--- config.mk ---
export PLATFORM = sky130hd
export DESIGN_NAME = muldiv_sequencer_flat
export DESIGN_NICKNAME = d
export VERILOG_FILES = /design/src/rtl/muldiv_if.sv /design/src/rtl/muldiv_sequencer.sv /design/src/flat_wrapper.sv
export SDC_FILE = /design/constraint.sdc
export NUM_CORES = 1
export LEC_CHECK = 0
export CORE_ASPECT_RATIO = 2
export CORE_MARGIN = 8
export CORE_UTILIZATION = 54
export CTS_BUF_LIST = sky130_fd_sc_hd__clkbuf_8
export DETAILED_ROUTE_END_ITERATION = 8
export PLACE_DENSITY = 0.81
export SLEW_MARGIN = 10
export SYNTH_ARGS = -nofsm -noshare
export SYNTH_HDL_FRONTEND = slang
export SYNTH_SLANG_ARGS = --single-unit
--- constraint.sdc ---
create_clock -name clock -period 3.32 [get_ports clock]
set_clock_uncertainty 0.05 [all_clocks]
set_input_delay 0.996 -clock clock [delete_from_list [all_inputs] [get_ports clock]]
set_output_delay 0.996 -clock clock [all_outputs]
set_load 0.05 [all_outputs]
--- src/rtl/muldiv_if.sv ---
// Request/result bundle between the execute-stage controller and the
// multiply/divide sequencer.
interface muldiv_if #(
  parameter int WIDTH = 32
);
  logic             start;
  logic [1:0]       op;
  logic [WIDTH-1:0] src_a;
  logic [WIDTH-1:0] src_b;
  logic             hi_we;
  logic             lo_we;
  logic [WIDTH-1:0] wdata;
  logic             busy;
  logic             done;
  logic [WIDTH-1:0] hi;
  logic [WIDTH-1:0] lo;
  logic             div_zero;

  modport master (
    output start, op, src_a, src_b, hi_we, lo_we, wdata,
    input  busy, done, hi, lo, div_zero
  );

  modport slave (
    input  start, op, src_a, src_b, hi_we, lo_we, wdata,
    output busy, done, hi, lo, div_zero
  );
endinterface

--- src/rtl/muldiv_sequencer.sv ---
// Multi-cycle MULT/MULTU/DIV/DIVU sequencer owning the HI/LO registers.
// One shift-add (multiply) or restoring subtract-shift (divide) step per
// CALC cycle on magnitudes; signs are applied in FIX.
//
// state | meaning
// ------+-------------------------------------------------------------
// IDLE  | waiting for start; MTHI/MTLO writes accepted
// PREP  | take operand magnitudes, record result signs, clear counter
// CALC  | WIDTH iteration steps, one per cycle
// FIX   | apply signs, load HI/LO, raise done for the next cycle
// DONE  | done=1, HI/LO hold the new result
module muldiv_sequencer #(
  parameter int WIDTH = 32
) (
  input logic     clock,
  input logic     reset_n,
  muldiv_if.slave bus
);

  localparam int AW = 2 * WIDTH;
  localparam int CW = $clog2(WIDTH) + 1;
  localparam logic [CW-1:0] LAST_STEP = CW'(WIDTH - 1);

  typedef enum logic [2:0] {
    S_IDLE,
    S_PREP,
    S_CALC,
    S_FIX,
    S_DONE
  } state_t;

  state_t           state_q, state_d;
  logic [1:0]       op_q, op_d;
  logic [WIDTH-1:0] a_q, a_d;
  logic [WIDTH-1:0] b_q, b_d;
  logic [AW-1:0]    acc_q, acc_d;
  logic [CW-1:0]    cnt_q, cnt_d;
  logic             neg_hi_q, neg_hi_d;
  logic             neg_lo_q, neg_lo_d;
  logic [WIDTH-1:0] hi_q, hi_d;
  logic [WIDTH-1:0] lo_q, lo_d;
  logic             done_q, done_d;
  logic             dz_q, dz_d;

  logic             a_neg, b_neg;
  logic [WIDTH-1:0] a_abs, b_abs;
  logic [WIDTH:0]   mul_sum;
  logic [WIDTH:0]   div_part;
  logic             div_ge;
  logic [WIDTH-1:0] div_diff;
  logic [AW-1:0]    prod_fix;
  logic [WIDTH-1:0] rem_fix, quo_fix;

  // Datapath terms shared by the PREP, CALC and FIX states.
  always_comb begin
    a_neg    = ~op_q[0] & a_q[WIDTH-1];
    b_neg    = ~op_q[0] & b_q[WIDTH-1];
    a_abs    = a_neg ? -a_q : a_q;
    b_abs    = b_neg ? -b_q : b_q;
    // Multiply: acc = {partial product, remaining multiplier bits}.
    mul_sum  = {1'b0, acc_q[AW-1:WIDTH]} + {1'b0, a_q};
    // Divide: acc = {partial remainder, remaining dividend / quotient bits}.
    // The shifted remainder is always below 2*divisor, so the difference
    // fits in WIDTH bits.
    div_part = acc_q[AW-1:WIDTH-1];
    div_ge   = div_part >= {1'b0, b_q};
    div_diff = div_part[WIDTH-1:0] - b_q;
    prod_fix = neg_lo_q ? -acc_q : acc_q;
    rem_fix  = neg_hi_q ? -acc_q[AW-1:WIDTH] : acc_q[AW-1:WIDTH];
    // Divide by zero: the restoring loop already leaves |a| as remainder,
    // which the dividend sign turns back into a; quotient is forced.
    if (b_q == '0) begin
      quo_fix = '1;
    end else begin
      quo_fix = neg_lo_q ? -acc_q[WIDTH-1:0] : acc_q[WIDTH-1:0];
    end
  end

  // Next-state and register update logic.
  always_comb begin
    state_d  = state_q;
    op_d     = op_q;
    a_d      = a_q;
    b_d      = b_q;
    acc_d    = acc_q;
    cnt_d    = cnt_q;
    neg_hi_d = neg_hi_q;
    neg_lo_d = neg_lo_q;
    hi_d     = hi_q;
    lo_d     = lo_q;
    done_d   = 1'b0;
    dz_d     = dz_q;
    case (state_q)
      S_IDLE: begin
        if (bus.hi_we) hi_d = bus.wdata;
        if (bus.lo_we) lo_d = bus.wdata;
        if (bus.start) begin
          op_d    = bus.op;
          a_d     = bus.src_a;
          b_d     = bus.src_b;
          dz_d    = 1'b0;
          state_d = S_PREP;
        end
      end
      S_PREP: begin
        a_d      = a_abs;
        b_d      = b_abs;
        acc_d    = op_q[1] ? {{WIDTH{1'b0}}, a_abs} : {{WIDTH{1'b0}}, b_abs};
        neg_lo_d = a_neg ^ b_neg;
        neg_hi_d = a_neg;
        cnt_d    = '0;
        state_d  = S_CALC;
      end
      S_CALC: begin
        if (op_q[1]) begin
          if (div_ge) acc_d = {div_diff, acc_q[WIDTH-2:0], 1'b1};
          else        acc_d = {div_part[WIDTH-1:0], acc_q[WIDTH-2:0], 1'b0};
        end else if (acc_q[0]) begin
          acc_d = {mul_sum, acc_q[WIDTH-1:1]};
        end else begin
          acc_d = {1'b0, acc_q[AW-1:1]};
        end
        cnt_d = cnt_q + CW'(1);
        if (cnt_q == LAST_STEP) state_d = S_FIX;
      end
      S_FIX: begin
        if (op_q[1]) begin
          hi_d = rem_fix;
          lo_d = quo_fix;
          dz_d = (b_q == '0);
        end else begin
          hi_d = prod_fix[AW-1:WIDTH];
          lo_d = prod_fix[WIDTH-1:0];
        end
        done_d  = 1'b1;
        state_d = S_DONE;
      end
      S_DONE: begin
        state_d = S_IDLE;
      end
      default: begin
        state_d = S_IDLE;
      end
    endcase
  end

  // State and datapath registers with synchronous active-low reset.
  always_ff @(posedge clock) begin
    if (!reset_n) begin
      state_q  <= S_IDLE;
      op_q     <= '0;
      a_q      <= '0;
      b_q      <= '0;
      acc_q    <= '0;
      cnt_q    <= '0;
      neg_hi_q <= 1'b0;
      neg_lo_q <= 1'b0;
      hi_q     <= '0;
      lo_q     <= '0;
      done_q   <= 1'b0;
      dz_q     <= 1'b0;
    end else begin
      state_q  <= state_d;
      op_q     <= op_d;
      a_q      <= a_d;
      b_q      <= b_d;
      acc_q    <= acc_d;
      cnt_q    <= cnt_d;
      neg_hi_q <= neg_hi_d;
      neg_lo_q <= neg_lo_d;
      hi_q     <= hi_d;
      lo_q     <= lo_d;
      done_q   <= done_d;
      dz_q     <= dz_d;
    end
  end

  assign bus.busy     = (state_q != S_IDLE);
  assign bus.done     = done_q;
  assign bus.hi       = hi_q;
  assign bus.lo       = lo_q;
  assign bus.div_zero = dz_q;

endmodule
--- src/flat_wrapper.sv ---
// flat-port wrapper written by rule: the top's interface ports become plain ports
module muldiv_sequencer_flat 
#(
  parameter int WIDTH = 32
)
  (clock, reset_n, bus_start, bus_op, bus_src_a, bus_src_b, bus_hi_we, bus_lo_we, bus_wdata, bus_busy, bus_done, bus_hi, bus_lo, bus_div_zero);
  muldiv_if #(.WIDTH(WIDTH)) bus_i ();
  input logic clock;
  input logic reset_n;
  input wire logic [$bits(bus_i.start)-1:0] bus_start;
  input wire logic [$bits(bus_i.op)-1:0] bus_op;
  input wire logic [$bits(bus_i.src_a)-1:0] bus_src_a;
  input wire logic [$bits(bus_i.src_b)-1:0] bus_src_b;
  input wire logic [$bits(bus_i.hi_we)-1:0] bus_hi_we;
  input wire logic [$bits(bus_i.lo_we)-1:0] bus_lo_we;
  input wire logic [$bits(bus_i.wdata)-1:0] bus_wdata;
  output wire logic [$bits(bus_i.busy)-1:0] bus_busy;
  output wire logic [$bits(bus_i.done)-1:0] bus_done;
  output wire logic [$bits(bus_i.hi)-1:0] bus_hi;
  output wire logic [$bits(bus_i.lo)-1:0] bus_lo;
  output wire logic [$bits(bus_i.div_zero)-1:0] bus_div_zero;
  assign bus_i.start = bus_start;
  assign bus_i.op = bus_op;
  assign bus_i.src_a = bus_src_a;
  assign bus_i.src_b = bus_src_b;
  assign bus_i.hi_we = bus_hi_we;
  assign bus_i.lo_we = bus_lo_we;
  assign bus_i.wdata = bus_wdata;
  assign bus_busy = bus_i.busy;
  assign bus_done = bus_i.done;
  assign bus_hi = bus_i.hi;
  assign bus_lo = bus_i.lo;
  assign bus_div_zero = bus_i.div_zero;
  muldiv_sequencer #(.WIDTH(WIDTH)) u_core (.clock(clock), .reset_n(reset_n), .bus(bus_i));
endmodule
==> results of run 1 <==
## through the flow
step | setup TNS (ns) | setup WS [ns] | std cells | hold slack (ns) | total power [mW]
after global routing | 0 | 0.005577 | 2782 | 0.4249 | 9.185
after floorplan | 0 | 0.1615 | 2179 | 0.3910 | 4.952
after global placement | 0 | 0.002357 | 2719 | 0.3893 | 6.285
after detailed placement | -0.002589 | -0.002589 | 2719 | 0.3951 | 6.325
after CTS | 0 | 0.03845 | 2781 | 0.4032 | 8.730
final | 0 | 0.1124 | 2784 | 0.4019 | 8.857
## cell usage in the layout (no fill, tap or decap), types with 15 or more instances in the layout
master / Yosys / routed
a211oi_1: 25 / 25
dfxtp_1: 207 / 201
a311oi_1: 26 / 24
nand4_1: 15 / 15
a21o_1: 29 / 29
ha_1: 69 / 68
a21oi_1: 208 / 204
a222oi_1: 16 / 16
xor2_1: 59 / 58
nand2_1: 254 / 253
clkdlybuf4s50_1: 0 / 168
clkbuf_8: 0 / 43
nor3_1: 50 / 47
a31oi_1: 26 / 26
o21ai_0: 114 / 114
a221oi_1: 40 / 40
buf_4: 4 / 159
xnor2_1: 114 / 114
mux2i_1: 51 / 51
nand3_1: 38 / 38
inv_1: 62 / 72
nor2_1: 277 / 272
and3_1: 15 / 15
o31ai_1: 23 / 23
o221ai_1: 30 / 30
o211ai_1: 33 / 33
## power groups by stage
stage	Clock [mW]	Sequential [mW]	Combinational [mW]
after floorplan	0	3.08	1.87
after global placement	0	2.94	3.34
after detailed placement	0	2.95	3.38
after CTS	2.44	2.90	3.39
after global routing	2.55	2.93	3.71
final	2.43	2.93	3.50
## cell type report
type                    instances  area share
diodes                          3   0.0003793
clock buffers                  43     0.02990
clock inverters                19    0.006448
inverters                      63     0.01207
multi-input cells            1751      0.5669
flip-flops and latches        207      0.2099
well taps                     364     0.02301
repair buffers                334      0.1515
## flip-flops by register name, indices dropped and copies added, names as in the netlist
register / cells
u_core.op_q: 2
u_core.bus.done: 1
u_core.neg_lo_q: 1
u_core.b_q: 32
u_core.bus.div_zero: 1
u_core.a_q: 32
u_core.bus.hi: 32
u_core.neg_hi_q: 1
u_core.bus.lo: 32
u_core.state_q: 3
u_core.cnt_q: 6
u_core.acc_q: 64
## cells by family after synthesis
family | Yosys count | synth area share
buffers and inverters | 221 | 0.05345
XOR/XNOR | 173 | 0.09409
multiplexers | 62 | 0.03939
AND/OR/NAND/NOR | 756 | 0.2128
flip-flops | 207 | 0.2573
AO/OA/AOI/OAI | 689 | 0.2868
adder cells (fa/ha/maj) | 71 | 0.05610
## worst max-delay path: stages (launching register included)
cell and delay, ns:
dfxtp_1 0.60, ha_1 0.41, a2111oi_0 0.38, o21ai_0 0.18
a211oi_1 0.23, nand3_1 0.15, a311oi_1 0.35, xnor2_1 0.10
mux2i_1 0.19, o21ai_0 0.20, a211o_1 0.26
## metal layers
metal	vias up	share of wire	routed length, um
met2	1060	0.51	37660
li1	8380	-	-
met5	-	0.00017	13
met4	2	0.11	8315
met3	321	0.071	5282
met1	8697	0.31	23050
## repair_timing
action / 4_1_cts / 5_1_grt
gates resized for setup: 2 / 23
pin swaps: 0 / 0
endpoints found under the setup margin: 2 / 32
cloned: 0 / 0
## worst min path at each step
stage | to | slack [ns] | cells after the start
after detailed placement | u_core.bus.lo[25] | 0.40 | 2
after global placement | u_core.bus.lo[22] | 0.39 | 2
final | u_core.bus.lo[25] | 0.40 | 2
after floorplan | u_core.b_q[15] | 0.39 | 2
after CTS | u_core.bus.lo[27] | 0.40 | 2
after global routing | u_core.bus.lo[27] | 0.42 | 2
==> results.json, run 1 <==
{
  "grt_util_met3": 0.06429,
  "synth_top_area_frac": 0.2573,
  "critical_path.endpoint": "u_core.acc_q[62]",
  "status": "complete, but fails checks",
  "worst_ep_required_time_ns": 3.73,
  "clockRootBuffer": "clkbuf_8",
  "p_sw_mw": 3.610,
  "numPortBuffers": 169,
  "routed_via_density": 6.631,
  "tightest_slew_ns": 0.7810,
  "ys_top_cells_by_area": "dfxtp_1 26%, a21oi_1 6.5%, nor2_1 6.5%",
  "synth-edff-count": 0,
  "fillers": 2594,
  "r2r_cells": 10,
  "synthFlopType": "dfxtp_1",
  "routed_wl_um": 74320,
  "synth_area_um2": 16100,
  "setup_viol": 0,
  "cp-end-kind": "flop",
  "synthTopCellsByCount": "277 x nor2_1, 254 x nand2_1, 208 x a21oi_1",
  "vias": 18460,
  "multi_input_comb_area_um2": 11220,
  "p_comb_frac": 0.395,
  "min_period_ns": 3.208,
  "ant_nets": 0,
  "r2r_start": "u_core.a_q[18]",
  "die_area_um2": 35940,
  "avgSynthCellArea_um2": 7.391,
  "p_sw_frac": 0.4076,
  "post_route_cells_drive_above_1_share": 0.1163,
  "ir_drop_mv": 0.3908,
  "yosysUniqueCellTypes": 76,
  "p_leak_nw": 8.082,
  "yosysTopAreaCell": "dfxtp_1",
  "initialDrtViolationCount": 1766,
  "postLayoutCellArea_um2": 19790,
  "overflow": 0,
  "synthCells": 2179,
  "slew_headroom": 0.4793,
  "grt.busiest_layer": "met2",
  "clock.fmax_mhz": 311.8,
  "rr_endpoint": "u_core.acc_q[62]",
  "drt_first_pass_iters": 9,
  "seqCellArea_um2": 4154,
  "critical_path_arrival_ns": 3.62,
  "placed_area_um2": 18960,
  "grt_pass1_vias": 17890,
  "violations": "design-rule violations",
  "antenna_found_initial": 2,
  "ioPinCount": 170,
  "fin_nets": 2566,
  "h-tree-depth": 2,
  "seqPwrFrac": 0.330,
  "grtUsageMet1": 0.3668,
  "grtUsageTotal": 0.3970,
  "core_um2": 29400,
  "grt_use_met2": 0.7194,
  "drc": 9,
  "dpl.hpwl_um": 57390,
  "hold_viol_final": 0,
  "path_class": "flop to flop",
  "clk_path_buf_depth": 3,
  "hold_path.class": "flop to flop",
  "clock-sinks": 207,
  "cts_tree": "built",
  "async_flop_share": 0,
  "routedWlPerCell_um": 26.70,
  "seq_area_frac_synth": 0.2573,
  "rsz0062_at_grt": "no",
  "p_int_mw": 5.247,
  "critPathMaxFanout": 6,
  "startpoint_type": "flop",
  "cts_hold_buffers": 0,
  "clockPowerShare": 0.274,
  "drv_slew": 0,
  "rows": 89,
  "fp.dieH_um": 260.2,
  "power_density_nw_per_um2": 447.5,
  "syn_nets": 2353,
  "place.gp.congestion": 1.073,
  "maxCapViolCount": 0,
  "die_w_um": 138.1,
  "grt_pass1_wl_um": 108700,
  "reg2reg_slack_ns": 0.11,
  "start_util": 0.5478,
  "clk_pin_slew_ns": 0.07,
  "synth_warnings": 0,
  "clock_latency_ns": 0.59,
  "ys_ff_latch": 207,
  "grt_max_degree": 103,
  "final_core_util": 0.6733,
  "yosysMostFrequentCell": "nor2_1",
  "timing.final.crit_share": 0.9661,
  "numCtsBuffers": 35,
  "area_growth_pct": 22.91,
  "worst_hold_startpoint": "u_core.bus.lo[25]",
  "postCtsSetupRepairBufs": 0,
  "critPathLaunch": "u_core.a_q[18]"
}
Note: power is estimated with default switching activity, not from simulation.
==> run 2, diff against run 1 <==
Settings changed: SETUP_SLACK_MARGIN set to 0.1.
==> results.json, run 2 (synthesized netlist as in run 1, its figures left out) <==
{
  "holdWs_ns": 0.4021,
  "area_growth_pct": 23.57,
  "final_cell_mix": "272 x nor2_1, 253 x nand2_1, 202 x a21oi_1",
  "antenna_found_initial": 2,
  "dpl.hpwl_um": 57390,
  "top_register": "u_core.acc_q",
  "final_common_cell": "nor2_1",
  "routedWlPerCell_um": 26.64,
  "clk_path_buf_depth": 3,
  "grtUsageMet1": 0.3662,
  "die_area_um2": 35940,
  "cts_tree": "built",
  "final_core_util": 0.6769,
  "grt_util_met3": 0.06228,
  "clockRootBuffer": "clkbuf_8",
  "hold_path.class": "flop to flop",
  "multi_input_comb_area_um2": 11280,
  "ir_drop_mv": 0.3939,
  "hold_depth": 2,
  "vias": 18370,
  "drc": 0,
  "numPortBuffers": 169,
  "start_util": 0.5478,
  "timing.final.crit_share": 0.9621,
  "status": "finished, final reports clean",
  "grtUsageTotal": 0.3966,
  "grt_use_met2": 0.7262,
  "routed_via_density": 6.584,
  "routed_wl_um": 74320,
  "core_um2": 29400,
  "startpoint_type": "flop",
  "cts_hold_buffers": 0,
  "power_density_nw_per_um2": 446.2,
  "placed_cells": 2719,
  "grt_max_degree": 103,
  "fp.dieH_um": 260.2,
  "largest_reg_flops": 64,
  "drt_first_pass_iters": 7,
  "rows": 89,
  "grt.busiest_layer": "met2",
  "slew_headroom": 0.4377,
  "maxCapViolCount": 0,
  "critPathMaxFanout": 6,
  "rsz0062_at_grt": "yes",
  "seqCellArea_um2": 4159,
  "ant_nets": 0,
  "die_w_um": 138.1,
  "fin_nets": 2570,
  "worst_ep_required_time_ns": 3.73,
  "clock.fmax_mhz": 313.1,
  "clk_pin_slew_ns": 0.07,
  "setup_viol": 0,
  "cp-end-kind": "flop",
  "grt_pass1_wl_um": 108600,
  "drv_slew": 0,
  "instances_no_fill": 2790,
  "p_leak_nw": 8.120,
  "ioPinCount": 170,
  "post_route_cells_drive_above_1_share": 0.1239,
  "p_total_mw": 8.880,
  "tightest_slew_ns": 0.8423,
  "r2r_cells": 10,
  "h-tree-depth": 2,
  "path_class": "flop to flop",
  "fillers": 2589,
  "place.gp.congestion": 1.073,
  "overflow": 0,
  "post-place-ws_ns": -0.002589,
  "initialDrtViolationCount": 1693,
  "critical_path_arrival_ns": 3.60,
  "grt_pass1_vias": 17880,
  "clock_latency_ns": 0.59,
  "clock-sinks": 207,
  "numCtsBuffers": 35,
  "setup_ws_ns": 0.1259,
  "hold_viol_final": 0,
  "min_period_ns": 3.194
}
run 2: cell count changes in the layout (fill, tap and decap cells not counted), sizes merged:
cell,previous run,this run
buf,166,170
diode,3,5
run 2: report_power, final:
group,leakage (nW),total [mW],switching (mW),internal [mW]
logic,6.02,3.53,2.18,1.34
clock network,0.409,2.43,1.17,1.26
registers,1.69,2.93,0.264,2.66
total,8.12,8.88,3.61,5.27
run 2: worst max-delay path: stages (launching register included):
cell,delay (ns)
dfxtp_1,0.52
ha_1,0.38
a2111oi_0,0.46
o21ai_0,0.19
a211oi_1,0.24
nand3_1,0.15
a311oi_1,0.35
xnor2_1,0.10
mux2i_1,0.19
o21ai_0,0.20
a211o_1,0.26
run 2: what timing repair did:
item / CTS / global route
setup endpoints to repair: 9 / 37
pin swaps: 0 / 6
setup buffers: 0 / 4
resized for setup: 3 / 42
endpoints found under the hold margin: 0 / 0
run 2: cell type report:
class                   count  share of cell area
diodes                      5           0.0006287
clock buffers              43             0.02974
clock inverters            19            0.006413
inverters                  63             0.01201
multi-input cells        1751              0.5670
flip-flops and latches    207              0.2090
well taps                 364             0.02289
repair buffers            338              0.1523
run 2: final timing paths:
kind | from | to | slack (ns)
setup / recovery | u_core.acc_q[50] | u_core.acc_q[62] | 0.13
hold / removal | u_core.bus.lo[25] | u_core.bus.lo[25] | 0.40
setup reg to reg | u_core.acc_q[50] | u_core.acc_q[62] | 0.13
hold reg to reg | u_core.bus.lo[25] | u_core.bus.lo[25] | 0.40
run 2: per-layer routing:
metal  share of wire  vias to the layer above  wire length, um
met4            0.12                        2             8669
met5         0.00022                        -               16
met3           0.067                      327             4976
li1                -                     8400                -
met2            0.50                      953            37500
met1            0.31                     8686            23160
run 2: through the flow:
| stage | TNS, ns | cell area, um2 |
|---|---|---|
| final | 0 | 19900 |
| after global routing | 0 | 19890 |
| after detailed placement | -0.002589 | 18960 |
| after floorplan | 0 | 16100 |
| after global placement | 0 | 18960 |
| after CTS | 0 | 19690 |
